`config.mk`:
```
export PLATFORM = sky130hd
export DESIGN_NAME = imem_fetch_ctrl
export DESIGN_NICKNAME = d
export VERILOG_FILES = /design/src/rtl/imem_fetch_ctrl_pkg.sv /design/src/rtl/imem_fetch_ctrl.sv
export SDC_FILE = /design/constraint.sdc
export NUM_CORES = 1
export LEC_CHECK = 0
export CORE_AREA = 2 2 117 119
export CTS_CLUSTER_SIZE = 25
export DETAILED_ROUTE_END_ITERATION = 10
export DIE_AREA = 0 0 119 121
export PLACE_DENSITY_LB_ADDON = 0.1
export SLEW_MARGIN = 40
export SYNTH_ARGS = -nofsm -noshare
export SYNTH_HDL_FRONTEND = slang
export SYNTH_SLANG_ARGS = --single-unit
```
`constraint.sdc`:
```
create_clock -name clk -period 5.7 [get_ports clk]
set_clock_uncertainty 0.05 [all_clocks]
set_input_delay 1.14 -clock clk [delete_from_list [all_inputs] [get_ports clk]]
set_output_delay 1.14 -clock clk [all_outputs]
set_load 0.01 [all_outputs]
```
`src/rtl/imem_fetch_ctrl_pkg.sv`:
```
// Shared fetch-stage definitions: default widths, reset PC, NOP encoding and the
// fetch sequencer state enum.
package imem_fetch_ctrl_pkg;

    localparam int          XLEN_DEF     = 32;
    localparam logic [31:0] RESET_PC_DEF = 32'h0000_0000;
    localparam logic [31:0] NOP          = 32'h0000_0000;

    typedef enum logic [1:0] {
        ST_IDLE = 2'd0,
        ST_RUN  = 2'd1,
        ST_HALT = 2'd2
    } fetch_state_t;

endpackage

```
`src/rtl/imem_fetch_ctrl.sv`:
```
// Instruction-memory fetch sequencer: drives IMEM read/write ports, owns the PC and
// the IF/ID register, and handles stall, redirect, halt and program loading.
module imem_fetch_ctrl
    import imem_fetch_ctrl_pkg::*;
#(
    parameter int               XLEN       = XLEN_DEF,
    parameter int               IMEM_DEPTH = 128,
    parameter logic [XLEN-1:0]  RESET_PC   = XLEN'(RESET_PC_DEF)
) (
    input  logic                clk,
    input  logic                rst_n,
    input  logic                start,
    input  logic                halt,
    input  logic                stall,
    input  logic                redirect_en,
    input  logic [XLEN-1:0]     redirect_pc,
    output logic                imem_rd,
    output logic [XLEN-1:0]     imem_addr,
    input  logic [XLEN-1:0]     imem_rdata,
    output logic                imem_we,
    output logic [XLEN-1:0]     imem_waddr,
    output logic [XLEN-1:0]     imem_wdata,
    input  logic                ld_valid,
    output logic                ld_ready,
    input  logic [XLEN-1:0]     ld_addr,
    input  logic [XLEN-1:0]     ld_data,
    output logic                ifid_valid,
    output logic [XLEN-1:0]     ifid_pc,
    output logic [XLEN-1:0]     ifid_ir,
    output logic                err_misalign,
    output logic                err_oob,
    output fetch_state_t        dbg_state
);

    // Loader handshake: a word transfers on any cycle where ld_valid && ld_ready.
    localparam logic [XLEN-1:0] MEM_BYTES = XLEN'(IMEM_DEPTH * 4);
    localparam logic [XLEN-1:0] NOP_W     = XLEN'(NOP);

    fetch_state_t    state_q, state_d;
    logic [XLEN-1:0] pc_q, pc_d;
    logic [XLEN-1:0] ifid_pc_q, ifid_pc_d;
    logic [XLEN-1:0] ifid_ir_q, ifid_ir_d;
    logic            ifid_valid_q, ifid_valid_d;
    logic            err_mis_q, err_mis_d;
    logic            err_oob_q, err_oob_d;

    logic pc_oob, ld_oob, redirect_misaligned;

    assign pc_oob              = (pc_q >= MEM_BYTES);
    assign ld_oob              = (ld_addr >= MEM_BYTES);
    assign redirect_misaligned = (redirect_pc[1:0] != 2'b00);

    always_ff @(posedge clk or negedge rst_n) begin
        if (!rst_n) begin
            state_q      <= ST_IDLE;
            pc_q         <= RESET_PC;
            ifid_pc_q    <= '0;
            ifid_ir_q    <= NOP_W;
            ifid_valid_q <= 1'b0;
            err_mis_q    <= 1'b0;
            err_oob_q    <= 1'b0;
        end else begin
            state_q      <= state_d;
            pc_q         <= pc_d;
            ifid_pc_q    <= ifid_pc_d;
            ifid_ir_q    <= ifid_ir_d;
            ifid_valid_q <= ifid_valid_d;
            err_mis_q    <= err_mis_d;
            err_oob_q    <= err_oob_d;
        end
    end

    always_comb begin
        state_d      = state_q;
        pc_d         = pc_q;
        ifid_pc_d    = ifid_pc_q;
        ifid_ir_d    = ifid_ir_q;
        ifid_valid_d = ifid_valid_q;
        err_mis_d    = err_mis_q;
        err_oob_d    = err_oob_q;
        imem_rd      = 1'b0;
        imem_we      = 1'b0;
        ld_ready     = 1'b0;

        unique case (state_q)
            ST_IDLE, ST_HALT: begin
                ld_ready = !start;
                if (start) begin
                    state_d = ST_RUN;
                    pc_d    = RESET_PC;
                end else if (ld_valid) begin
                    // Out-of-range words are consumed so the loader never stalls.
                    if (ld_oob) err_oob_d = 1'b1;
                    else        imem_we   = 1'b1;
                end
            end
            ST_RUN: begin
                imem_rd = !pc_oob;
                if (halt) begin
                    state_d      = ST_HALT;
                    ifid_valid_d = 1'b0;
                    ifid_ir_d    = NOP_W;
                end else if (redirect_en && !redirect_misaligned) begin
                    pc_d         = redirect_pc;
                    ifid_valid_d = 1'b0;
                    ifid_ir_d    = NOP_W;
                end else if (redirect_en) begin
                    state_d      = ST_HALT;
                    err_mis_d    = 1'b1;
                    ifid_valid_d = 1'b0;
                    ifid_ir_d    = NOP_W;
                end else if (pc_oob) begin
                    state_d      = ST_HALT;
                    err_oob_d    = 1'b1;
                    ifid_valid_d = 1'b0;
                    ifid_ir_d    = NOP_W;
                end else if (!stall) begin
                    ifid_ir_d    = imem_rdata;
                    ifid_pc_d    = pc_q;
                    ifid_valid_d = 1'b1;
                    pc_d         = pc_q + XLEN'(4);
                end
            end
            default: state_d = ST_IDLE;
        endcase
    end

    assign imem_addr    = pc_q;
    assign imem_waddr   = ld_addr;
    assign imem_wdata   = ld_data;
    assign ifid_valid   = ifid_valid_q;
    assign ifid_pc      = ifid_pc_q;
    assign ifid_ir      = ifid_ir_q;
    assign err_misalign = err_mis_q;
    assign err_oob      = err_oob_q;
    assign dbg_state    = state_q;

endmodule

```
==> summary.txt <==
Run status
  • Status: finished, final reports clean

Power and ir drop
  • Clock share of power: 0.327
  • Lkg Pwr: ~3.0 nW
  • Switching pwr: 494 uW
  • Sequential group share of total power: 0.446
  • Pwr/cell area: about 250 nW/um^2
  • Comb power frac: 0.227
  • Sw Ratio: 0.275
  • Peak VDD IR: approximately 0.14 mV
  • Internal power: between 1 and 1.5 mW

CTS
  • CTS clk-pin slew, worst paths: about 0.070 ns
  • Post-CTS setup buffers: 0
  • Root Driver: clkbuf_16
  • CTS sink count: approximately 100
  • Post-CTS Resized: 0
  • Num CTS Buffers: 9
  • CTS H-Tree Depth: 3
  • Deepest clock path buffer count: 2
  • # hold bufs at CTS: 0
  • CTS tree: done
  • Worst skew pair latency: around 0.34 ns

Job
  • Max Cap Viol: 0

Die
  • Row cnt: between 40 and 50
  • DIE AREA: roughly 14000 sq um
  • # IOs: approximately 300
  • Core Region: around 13000 sq um
  • Die H: ~120 um
  • Initial core utilization: 0.373
  • DIE WIDTH: about 120 um

Routing
  • Starting DRT DRC Count: about 200
  • Vias: between 3000 and 4000
  • Mean routed wirelength per cell: around 19 um
  • Final WL: 15200 um
  • Pre-Repair DR Iteration Count: 6
  • ANT nets after route: 0
  • Vias per Instance: 5.11
  • DRC: 0

STA
  • Final WS setup: roughly 1.4 ns
  • Period utilisation layout: 0.759
  • Final setup fails: 0
  • Setup TNS: 0 ns
  • Post-route minimum period: 4.33 ns
  • Final Max Slew Viols: 0
  • Max Freq: 231 MHz
  • Hold Violations, Final: 0
  • Worst Tran Pin Value: about 0.7 ns
  • Slew margin rel.: 0.521
  • RSZ-0062 raised after global routing: no

Layout
  • Nets: between 700 and 800
  • Area grow syn2layout: 44.7%
  • Most common cell after layout, fill and taps aside: clkdlybuf4s50_1
  • Share of cells above drive strength 1: 0.0660
  • Commonest non-fill, non-tap cells in the layout: 219 x clkdlybuf4s50_1, 101 x dfrtp_1, 45 x a22o_1
  • Register area: between 2000 and 3000 sq um
  • Fin area: 7060 sq um
  • Multi-input gate area: roughly 1700 sq um
  • Antenna diodes: 0
  • Post-Route Utilization: 0.540
  • Number of fillers in the final layout: about 1200

Global route
  • First-pass GRT wire length: about 23000 um
  • Vias in the first global route: ~4100
  • Gr usage total: 0.210
  • Global route overflow: 0
  • Antenna violations before repair: 0
  • Largest net degree at the start of global routing: 53

Critical path
  • CP arrival: 3.14 ns
  • CP Max Fanout: 2
  • Crit Reg-Reg Endpoint: imem_addr[22]
  • Worst R2R Path Depth: 6
  • Worst Setup Start Kind: input port
  • Reg2reg start: imem_addr[30]
  • WS Path Type: input port to output pin
  • Critical Path Source: ld_addr[31]
  • Worst Path Required: between 4 and 5 ns
  • FF-to-FF setup slack: 2.77 ns
  • CP endpoint: imem_we
  • Worst setup EP type: output pin

Yosys
  • Synth area leader: dfrtp_1
  • Seq/Total Area, Yosys: 0.518
  • Synth Instances: roughly 450
  • Synth area leaders: dfrtp_1 52%, buf_4 9.8%, a22o_1 8.1%
  • Syn_area_per_cell: around 11 sq um
  • Synth top area share: 0.518
  • Synth Cell Area: 4880 sq um
  • Synth warn: 0
  • Yosys reg bits: between 100 and 150
  • Cell variety after synth: 54
  • Syn_nets: 584

Placed design
  • Post-place instance area: 6750 sq um
  • Pre-CTS WS: ~1.3 ns
  • PortBufs: 220
  • Hpwl dp: around 12000 um
  • GP Congestion: ~0.84

Min path
  • Worst hold path type: register to register
  • Hold wc startpoint: err_misalign
==> synth_stat cells (all sizes together) <==
master / number
ha: 2
a22o: 45
nand2b: 2
nand3b: 1
or2: 3
a21o: 2
o21ai: 15
o211a: 1
and4b: 2
or3b: 1
or3: 2
a211o: 1
and3: 6
nor3b: 1
clkbuf: 6
o2bb2ai: 12
nor2b: 3
dfrtp: 101
a21oi: 11
o41ai: 2
inv: 8
nand4: 7
buf: 77
a311o: 1
a21bo: 1
nor2: 12
nand2: 44
or4: 3
a22oi: 1
o21a: 3
o22ai: 1
o31ai: 2
a32oi: 5
and2: 26
nand3: 8
nor3: 7
nor4: 17
o211ai: 1
a221o: 3
mux2i: 1
==> area by class of cell <==
class                   instances  share of cell area
clock buffers                  11              0.0358
clock inverters                 4             0.00443
inverters                       8             0.00425
multi-input cells             255               0.245
flip-flops and latches        101               0.358
well taps                     176              0.0312
repair buffers                227               0.321
==> worst max-delay path, stage by stage <==
cell and delay (ns):
clkdlybuf4s50_1 0.44, nor4_1 0.52, nand4_1 0.20, nor3_1 0.23, clkdlybuf4s50_1 0.60
==> state kept, by name, summed over array words and instances (netlist names) <==
register and cells:
ifid_pc 32, ifid_valid 1, err_misalign 1, err_oob 1, dbg_state 2, imem_addr 32, ifid_ir 32
==> worst min path at each step <==
stage              endpoint  slack, ns  cells after the start
6_report       err_misalign       0.41                      1
4_1_cts        err_misalign       0.42                      1
5_1_grt        err_misalign       0.44                      1
2_1_floorplan  err_misalign       0.44                      1
3_3_place_gp   err_misalign       0.39                      1
3_5_place_dp   err_misalign       0.39                      1
==> cell families after synthesis <==
kind of cell             Yosys count  synth area share
multiplexers                       1           0.00205
AND/OR/NAND/NOR                  145             0.164
AO/OA/AOI/OAI                    107             0.178
flip-flops                       101             0.518
adder cells (fa/ha/maj)            2           0.00513
buffers and inverters             91             0.134
==> power groups by stage <==
stage,clock (mW),combinational [mW],sequential (mW)
after global placement,0,0.400,0.811
after CTS,0.608,0.408,0.799
after floorplan,0,0.189,0.830
after global routing,0.636,0.439,0.808
after detailed placement,0,0.406,0.813
final,0.587,0.408,0.800
==> routing by layer <==
| metal | up-vias | global-route usage | part of all wire |
|---|---|---|---|
| li1 | 1860 | - | - |
| met1 | 1926 | 0.248 | 0.38 |
| met2 | 184 | 0.366 | 0.52 |
| met3 | 27 | 0.0602 | 0.079 |
| met4 | 0 | 0.0699 | 0.019 |
| met5 | - | 0 | 0 |
==> metrics by stage <==
step / power, mW / hold WS, ns / cells
after floorplan: 1.02 / 0.443 / 447
after global placement: 1.21 / 0.393 / 764
after detailed placement: 1.22 / 0.393 / 766
after CTS: 1.82 / 0.417 / 781
after global routing: 1.88 / 0.441 / 782
final: 1.79 / 0.414 / 782
Power figures use the tool's default switching activity.
